==> config.mk <==
export PLATFORM = sky130hd
export DESIGN_NAME = matmul_feeder_flat
export DESIGN_NICKNAME = d
export VERILOG_FILES = /design/src/rtl/matmul_feeder_pkg.sv /design/src/rtl/matmul_feeder_if.sv /design/src/rtl/matmul_feeder_buf.sv /design/src/rtl/matmul_feeder.sv /design/src/flat_wrapper.sv
export SDC_FILE = /design/constraint.sdc
export NUM_CORES = 1
export LEC_CHECK = 0
export CAP_MARGIN = 0
export CORE_MARGIN = 2
export CORE_UTILIZATION = 60
export CTS_CLUSTER_DIAMETER = 30
export DETAILED_ROUTE_END_ITERATION = 10
export PLACE_DENSITY = 0.8
export SLEW_MARGIN = 5
export SYNTH_ARGS = -nofsm -noshare
export SYNTH_HDL_FRONTEND = slang
export SYNTH_HIERARCHICAL = 1
export SYNTH_SLANG_ARGS = --single-unit
==> constraint.sdc <==
create_clock -name CLK -period 5.8 [get_ports CLK]
set_input_delay 1.16 -clock CLK [delete_from_list [all_inputs] [get_ports CLK]]
set_output_delay 1.16 -clock CLK [all_outputs]
set_load 0.03 [all_outputs]
==> src/rtl/matmul_feeder_pkg.sv <==
// Shared definitions for the matmul_feeder slice.
//   ROW_W/LANE_W/LANES : geometry of one array row (5 x int8 lanes)
//   row_t              : one 40b row
//   state_t            : one-hot feeder FSM states
//   row_is_zero()      : detects the array's phase terminator value
package matmul_feeder_pkg;

  localparam int LANE_W = 8;
  localparam int LANES  = 5;
  localparam int ROW_W  = LANE_W * LANES;

  typedef logic [ROW_W-1:0] row_t;

  typedef enum logic [7:0] {
    S_IDLE  = 8'b0000_0001,
    S_FILL  = 8'b0000_0010,
    S_WLEAD = 8'b0000_0100,
    S_WSEND = 8'b0000_1000,
    S_WTERM = 8'b0001_0000,
    S_ISEND = 8'b0010_0000,
    S_ITERM = 8'b0100_0000,
    S_WAIT  = 8'b1000_0000
  } state_t;

  // The array treats an all-zero row as end-of-phase, so such a row can
  // never be carried as payload.
  function automatic logic row_is_zero(input row_t r);
    return (r == '0);
  endfunction

endpackage

==> src/rtl/matmul_feeder_if.sv <==
// Host row stream into the feeder (valid/ready).
//   s_valid : host row valid        (master -> slave)
//   s_data  : 40b row, lane [39:32] first (master -> slave)
//   s_ready : feeder accepts row    (slave -> master)
interface matmul_feeder_if;
  import matmul_feeder_pkg::*;

  logic s_valid;
  logic s_ready;
  row_t s_data;

  modport master (output s_valid, output s_data, input s_ready);
  modport slave  (input s_valid, input s_data, output s_ready);
endinterface

==> src/rtl/matmul_feeder_buf.sv <==
// Job buffer: DEPTH x 40b register file, one synchronous write port and one
// asynchronous read port.
//   CLK     : clock
//   wr_en   : write strobe
//   wr_addr : write row index
//   wr_data : row to store
//   rd_addr : read row index
//   rd_data : row at rd_addr (combinational)
module matmul_feeder_buf
  import matmul_feeder_pkg::*;
#(
  parameter int DEPTH = 15,
  parameter int AW    = $clog2(DEPTH)
) (
  input  logic          CLK,
  input  logic          wr_en,
  input  logic [AW-1:0] wr_addr,
  input  row_t          wr_data,
  input  logic [AW-1:0] rd_addr,
  output row_t          rd_data
);

  row_t mem [DEPTH];

  // NOTE: storage has no reset; every entry is written during FILL before it
  // is ever read, and leaving it unreset keeps it a plain register file.
  always_ff @(posedge CLK) begin
    if (wr_en) mem[wr_addr] <= wr_data;
  end

  assign rd_data = mem[rd_addr];

endmodule

==> src/rtl/matmul_feeder.sv <==
// Upstream sequencer for the 5x5 systolic MAC array. Buffers one job
// (N weight rows then T input rows) from the host stream and replays it on
// the array's zero-terminated Weight/In ports, then counts result beats.
//   CLK, RSTN : clock, asynchronous active-low reset
//   s         : host row stream (slave modport)
//   weight_o  : to array Weight_i      in_o : to array In_i
//   val_i     : array VAL_o            ov_i : array OV_o
//   busy      : job in progress        done : 1-cycle pulse, T beats counted
//   ov_seen   : sticky overflow seen while waiting for results
//   err       : 1-cycle pulse, zero row rejected or watchdog expired
// Optional feature: define MATMUL_FEEDER_TIMEOUT_EN to add a WAIT watchdog of
// TMO cycles.
module matmul_feeder
  import matmul_feeder_pkg::*;
#(
  parameter int N     = 5,
  parameter int T     = 10,
  parameter int WLEAD = 2
`ifdef MATMUL_FEEDER_TIMEOUT_EN
  ,
  parameter int TMO   = 64
`endif
) (
  input  logic            CLK,
  input  logic            RSTN,
  matmul_feeder_if.slave  s,
  output row_t            weight_o,
  output row_t            in_o,
  input  logic            val_i,
  input  logic            ov_i,
  output logic            busy,
  output logic            done,
  output logic            ov_seen,
  output logic            err
);

  localparam int DEPTH  = N + T;
  localparam int PTR_W  = $clog2(DEPTH);
  localparam int RCNT_W = $clog2(T + 1);

  localparam logic [PTR_W-1:0]  LAST_PTR  = PTR_W'(DEPTH - 1);
  localparam logic [PTR_W-1:0]  LAST_W    = PTR_W'(N - 1);
  localparam logic [PTR_W-1:0]  LEAD_END  = PTR_W'(WLEAD - 1);
  localparam logic [PTR_W-1:0]  FIRST_IN  = PTR_W'(N);
  localparam logic [RCNT_W-1:0] LAST_RCNT = RCNT_W'(T - 1);

  state_t             state, state_n;
  logic [PTR_W-1:0]   wptr, wptr_n, rptr, rptr_n, rd_addr;
  logic [RCNT_W-1:0]  rcnt, rcnt_n;
  logic               zflag, zflag_n, seen_zero;
  logic               ready_q, ready_n, busy_n, done_n, ov_n, err_n;
  logic               wr_en, xfer;
  row_t               rd_data, weight_n, in_n;
`ifdef MATMUL_FEEDER_TIMEOUT_EN
  localparam int TCNT_W = $clog2(TMO + 1);
  localparam logic [TCNT_W-1:0] TMO_END = TCNT_W'(TMO - 1);
  logic [TCNT_W-1:0]  tcnt, tcnt_n;
`endif

  assign xfer      = s.s_valid && ready_q;
  assign s.s_ready = ready_q;

  matmul_feeder_buf #(.DEPTH(DEPTH), .AW(PTR_W)) u_buf (
    .CLK     (CLK),
    .wr_en   (wr_en),
    .wr_addr (wptr),
    .wr_data (s.s_data),
    .rd_addr (rd_addr),
    .rd_data (rd_data)
  );

  // NOTE: every signal is given a default before the case so no path leaves
  // a variable unassigned (which would infer a latch).
  always_comb begin
    state_n   = state;
    wptr_n    = wptr;
    rptr_n    = rptr;
    rcnt_n    = rcnt;
    zflag_n   = zflag;
    ov_n      = ov_seen;
    busy_n    = busy;
    done_n    = 1'b0;
    err_n     = 1'b0;
    wr_en     = 1'b0;
    seen_zero = zflag || row_is_zero(s.s_data);
`ifdef MATMUL_FEEDER_TIMEOUT_EN
    tcnt_n    = tcnt;
`endif
    unique case (state)
      S_IDLE: if (xfer) begin
        wr_en   = 1'b1;
        wptr_n  = PTR_W'(1);
        zflag_n = row_is_zero(s.s_data);
        ov_n    = 1'b0;
        busy_n  = 1'b1;
        state_n = S_FILL;
      end
      S_FILL: if (xfer) begin
        wr_en = 1'b1;
        if (wptr == LAST_PTR) begin
          wptr_n  = '0;
          zflag_n = 1'b0;
          if (seen_zero) begin
            state_n = S_IDLE;
            err_n   = 1'b1;
            busy_n  = 1'b0;
          end else begin
            state_n = S_WLEAD;
            rptr_n  = '0;
          end
        end else begin
          wptr_n  = wptr + 1'b1;
          zflag_n = seen_zero;
        end
      end
      // rptr doubles as the lead-cycle counter while row 0 is held.
      S_WLEAD: begin
        if (rptr == LEAD_END) begin
          state_n = S_WSEND;
          rptr_n  = '0;
        end else begin
          rptr_n  = rptr + 1'b1;
        end
      end
      S_WSEND: begin
        if (rptr == LAST_W) begin
          state_n = S_WTERM;
          rptr_n  = FIRST_IN;
        end else begin
          rptr_n  = rptr + 1'b1;
        end
      end
      S_WTERM: state_n = S_ISEND;
      S_ISEND: begin
        if (rptr == LAST_PTR) begin
          state_n = S_ITERM;
          rptr_n  = '0;
        end else begin
          rptr_n  = rptr + 1'b1;
        end
      end
      S_ITERM: begin
        state_n = S_WAIT;
        rcnt_n  = '0;
`ifdef MATMUL_FEEDER_TIMEOUT_EN
        tcnt_n  = '0;
`endif
      end
      S_WAIT: begin
        ov_n = ov_seen || ov_i;
        if (val_i) rcnt_n = rcnt + 1'b1;
        if (val_i && rcnt == LAST_RCNT) begin
          state_n = S_IDLE;
          done_n  = 1'b1;
          busy_n  = 1'b0;
          rcnt_n  = '0;
        end
`ifdef MATMUL_FEEDER_TIMEOUT_EN
        else if (tcnt == TMO_END) begin
          state_n = S_IDLE;
          err_n   = 1'b1;
          busy_n  = 1'b0;
          rcnt_n  = '0;
        end else begin
          tcnt_n  = tcnt + 1'b1;
        end
`endif
      end
      default: state_n = S_IDLE;
    endcase
    ready_n = (state_n == S_IDLE) || (state_n == S_FILL);
  end

  // Outputs are registered from the next state so the data lines line up
  // with the state they belong to.
  always_comb begin
    rd_addr  = (state_n == S_WLEAD) ? '0 : rptr_n;
    weight_n = (state_n == S_WLEAD || state_n == S_WSEND) ? rd_data : '0;
    in_n     = (state_n == S_ISEND) ? rd_data : '0;
  end

  // NOTE: sequential state uses non-blocking assignments so every register
  // samples pre-edge values regardless of statement order.
  always_ff @(posedge CLK or negedge RSTN) begin
    if (!RSTN) begin
      state    <= S_IDLE;
      wptr     <= '0;
      rptr     <= '0;
      rcnt     <= '0;
      zflag    <= 1'b0;
      ready_q  <= 1'b0;
      busy     <= 1'b0;
      done     <= 1'b0;
      ov_seen  <= 1'b0;
      err      <= 1'b0;
      weight_o <= '0;
      in_o     <= '0;
    end else begin
      state    <= state_n;
      wptr     <= wptr_n;
      rptr     <= rptr_n;
      rcnt     <= rcnt_n;
      zflag    <= zflag_n;
      ready_q  <= ready_n;
      busy     <= busy_n;
      done     <= done_n;
      ov_seen  <= ov_n;
      err      <= err_n;
      weight_o <= weight_n;
      in_o     <= in_n;
    end
  end

`ifdef MATMUL_FEEDER_TIMEOUT_EN
  always_ff @(posedge CLK or negedge RSTN) begin
    if (!RSTN) tcnt <= '0;
    else       tcnt <= tcnt_n;
  end
`endif

endmodule

==> src/flat_wrapper.sv <==
// flat-port wrapper written by rule: the top's interface ports become plain ports
module matmul_feeder_flat import matmul_feeder_pkg::*;
#(
  parameter int N     = 5,
  parameter int T     = 10,
  parameter int WLEAD = 2

)
  (CLK, RSTN, weight_o, in_o, val_i, ov_i, busy, done, ov_seen, err, s_s_valid, s_s_data, s_s_ready);
  matmul_feeder_if s_i ();
  input  logic CLK;
  input  logic RSTN;
  output row_t weight_o;
  output row_t in_o;
  input  logic val_i;
  input  logic ov_i;
  output logic busy;
  output logic done;
  output logic ov_seen;
  output logic err;
  input wire logic [$bits(s_i.s_valid)-1:0] s_s_valid;
  input wire logic [$bits(s_i.s_data)-1:0] s_s_data;
  output wire logic [$bits(s_i.s_ready)-1:0] s_s_ready;
  assign s_i.s_valid = s_s_valid;
  assign s_i.s_data = s_s_data;
  assign s_s_ready = s_i.s_ready;
  matmul_feeder #(.N(N), .T(T), .WLEAD(WLEAD)) u_core (.CLK(CLK), .RSTN(RSTN), .s(s_i), .weight_o(weight_o), .in_o(in_o), .val_i(val_i), .ov_i(ov_i), .busy(busy), .done(done), .ov_seen(ov_seen), .err(err));
endmodule
==> results.yml <==
timing:
  fin_setup_tns_ns: 0
  period_share: 0.9156
  fmax_ghz: 0.1883
  hold_viol_final: 0
  whs_ns: 0.5002
  relSlewSlack: 0.1908
  setup_viol_count_final: 0
  fin_skew_ns: 0.04281
  worstMarginPinSlew_ns: 1.207
  rsz0062_at_grt: "no"
  slew_violations: 0
  min_period_ns: 5.311
worst_setup_path:
  crit_chain: "clkdlybuf4s50_1 > nor4_1 > nand4_1 > o31ai_2 > o211ai_1 > a21boi_4 > buf_12 > buf_4 > mux4_2 > a22oi_1 > o211ai_1 > a21boi_1"
  cp-start-kind: "input pin"
  cp_common_cell: "o211ai_1"
  arrival_ns: 5.79
  end_kind: "flop"
  path_max_fanout: 43
  regToRegStartpoint: "u_core/wptr[1]"
  worstRegToRegCells: 13
  worst_ep_required_time_ns: 6.28
  worstSetupPathType: "input pin to flop"
  slowest_delay_ns: 1.02
  cpMaxStageDelayCell: "nor4_1"
  r2r_end: "u_core/weight_o[24]"
  path_buf_inv: 3
  path_delay_family: "compound AO/OA/AOI/OAI gates"
  r2r_slack_ns: 1.49
die:
  chipWidth_um: 217.0
  core_um2: 45090
  fp.dieH_um: 217.0
  start_util: 0.6040
  die_area_um2: 47110
  rows: 78
  pin_count: 130
global_route:
  grt_pass1_vias: 16585
  use_met3: 0.07226
  grt.busiest_layer: "met2"
  grt_util_met2: 0.5034
  grt_max_degree: 71
  grt_use_met1: 0.4121
  grt_pass1_wl_um: 107400
  antenna_found_initial: 3
  overflow: 0
  track_usage: 0.3149
cts:
  hold_buffers: 0
  cts_root_buf: "clkbuf_16"
  insertion_delay_ns: 0.67
  cts_max_path_buffers: 3
  post_cts_buffers: 0
  cts.repair.resized: 0
  cts_tree: "built"
  numCtsBuffers: 113
  clk_pin_slew_ns: 0.05
  cts_sinks: 706
  cts_htree_levels: 3
power:
  pwr-share-clk: 0.517
  ir_drop_v: 0.0003711
  p_sw_frac: 0.2231
  power_density_nw_per_um2: 389.0
  p_seq_frac: 0.442
  power.leakage_nw: 12.17
  p_comb_frac: 0.041
  netSwitchingPower_w: 0.002937
  p_total_w: 0.01317
  p_int_w: 0.01023
cells_and_area:
  final_common_cell: "edfxtp_1"
  design_area_um2: 33850
  nNetsFinal: 1755
  layout_common_cells: "edfxtp_1, clkdlybuf4s50_1, clkbuf_16"
  drive_gt1_frac: 0.2553
  n_fill_cell: 2364
  layout-area-overhead-vs-synth_pct: 24.30
yosys:
  syn_area_per_cell_um2: 18.96
  synth.yosys.seq_area_share: 0.7591
  synthCells: 1436
  syn_nets: 1489
  synth-async-reset-ratio: 0.1501
  ys_ff_latch: 706
  synth.distinct_cells: 63
  synth_area_um2: 27230
  synth_edf_count: 600
  yosys_most_used_dff: "edfxtp_1"
  yosysWarnings: 6
route:
  num_vias: 15729
  routed_wl_um: 72490
  drt-pass1-iter-count: 5
  drt_iter0_markers: 2210
  drc: 0
  ant_nets: 0
  via_per_inst: 6.543
  wl_per_cell_um: 30.15
place:
  port_buffers: 129
  placed_cell_area_um2: 29910
  place.gp.congestion: 0.8078
  hpwl_um: 37260
min_path:
  holdPathStages: 1
  holdCritStartpoint: "u_core/rcnt[2]"
  min_path_type: "flop to flop"
  min_to: "u_core/rcnt[2]"
run_status:
  status: "finished clean"
job:
  maxCapViolations: 0
-- kinds of logic (layout without fill, tap and decap cells) --
kind of cell | count (synthesis) | count (layout) | synth area share
fa+ha+maj | 8 | 8 | 0.003676
compound gates | 224 | 224 | 0.05982
simple gates | 252 | 252 | 0.04875
flops | 706 | 706 | 0.7591
xor+xnor | 1 | 1 | 0.0003217
other cells | 0 | 2 | 0
buf+inv | 84 | 450 | 0.01769
mux | 161 | 161 | 0.1107
-- routing by layer --
metal	routed length, µm	part of all wire	vias up
met5	12	0.00017	-
met4	3210	0.044	2
met3	7716	0.11	199
met2	36060	0.50	1202
met1	25490	0.35	8002
li1	-	-	6324
-- synthesized netlist by cell type, drive strengths merged, types with 11 or more instances --
cell type,n,area (µm²)
a22oi,40,350.3
nor4,12,105.1
o21ai,20,100.1
nor2b,18,112.6
nand2,51,191.4
mux4,112,2522
a21boi,45,371.6
mux2i,48,480.5
o211ai,39,292.8
a21oi,38,190.2
dfrtp,105,2628
a31oi,11,68.82
and2,42,262.8
inv,11,41.29
nand2b,17,106.4
clkbuf,24,90.09
nand3,11,60.06
edfxtp,600,18020
buf,49,350.3
nor2,68,255.2
-- worst register-to-register path, stage by stage (launching register included) --
cell and delay, ns:
dfrtp_1 0.61, ha_1 0.23, nand3_1 0.10, or2_2 0.34, or2_1 0.34, a22o_4 0.31, buf_4 0.24, a21boi_4 0.20
buf_12 0.20, nor2_4 0.74, buf_4 0.40, a22oi_1 0.12, o211ai_1 0.15, a21boi_1 0.22
-- power groups by stage --
stage          logic, W  registers [W]  clock network [W]
2_1_floorplan  0.000241        0.00588                  0
3_3_place_gp   0.000509        0.00588                  0
3_5_place_dp   0.000524        0.00589                  0
4_1_cts        0.000535        0.00581            0.00686
5_1_grt        0.000573        0.00582            0.00708
6_report       0.000538        0.00582            0.00681
-- flip-flops by register name, summed over array words and instances, names as in the netlist --
signal	count
u_core/s.s_ready	1
u_core/state	8
u_core/done	1
u_core/err	1
u_core/u_buf/mem	600
u_core/ov_seen	1
u_core/rcnt	4
u_core/zflag	1
u_core/in_o	40
u_core/weight_o	40
u_core/rptr	4
u_core/wptr	4
u_core/busy	1
-- worst max path at each step --
| stage | start | end | slack (ns) | cells past startpoint |
|---|---|---|---|---|
| floorplan | s_s_valid | u_core/u_buf/mem[0][0] | 0.58 | 5 |
| global placement | s_s_data[11] | u_core/weight_o[4] | 0.20 | 12 |
| detailed placement | s_s_data[11] | u_core/weight_o[4] | 0.07 | 12 |
| CTS | s_s_data[11] | u_core/weight_o[4] | 0.60 | 12 |
| global route | s_s_data[11] | u_core/weight_o[21] | 0.19 | 12 |
| finish | s_s_data[11] | u_core/weight_o[21] | 0.49 | 12 |
-- metrics by stage --
stage / cells / util / worst slack [ns]
finish: 2404 / 0.7507 / 0.4893
global route: 2404 / 0.7507 / 0.1918
CTS: 2402 / 0.7506 / 0.6038
detailed placement: 2187 / 0.6634 / 0.06653
global placement: 2187 / 0.6634 / 0.2020
floorplan: 1436 / - / 0.5765
-- area by class of cell --
class / instances / area, µm² / share of cell area
repair buffers: 224 / 2202 / 0.06506
clock inverters: 75 / 760.7 / 0.02247
clock buffers: 140 / 3169 / 0.09363
flip-flops and latches: 706 / 20670 / 0.6107
inverters: 11 / 41.29 / 0.001220
diodes: 2 / 5.005 / 0.0001479
well taps: 600 / 750.7 / 0.02218
multi-input cells: 646 / 6248 / 0.1846
No activity file was read; power rests on OpenSTA's default activity.
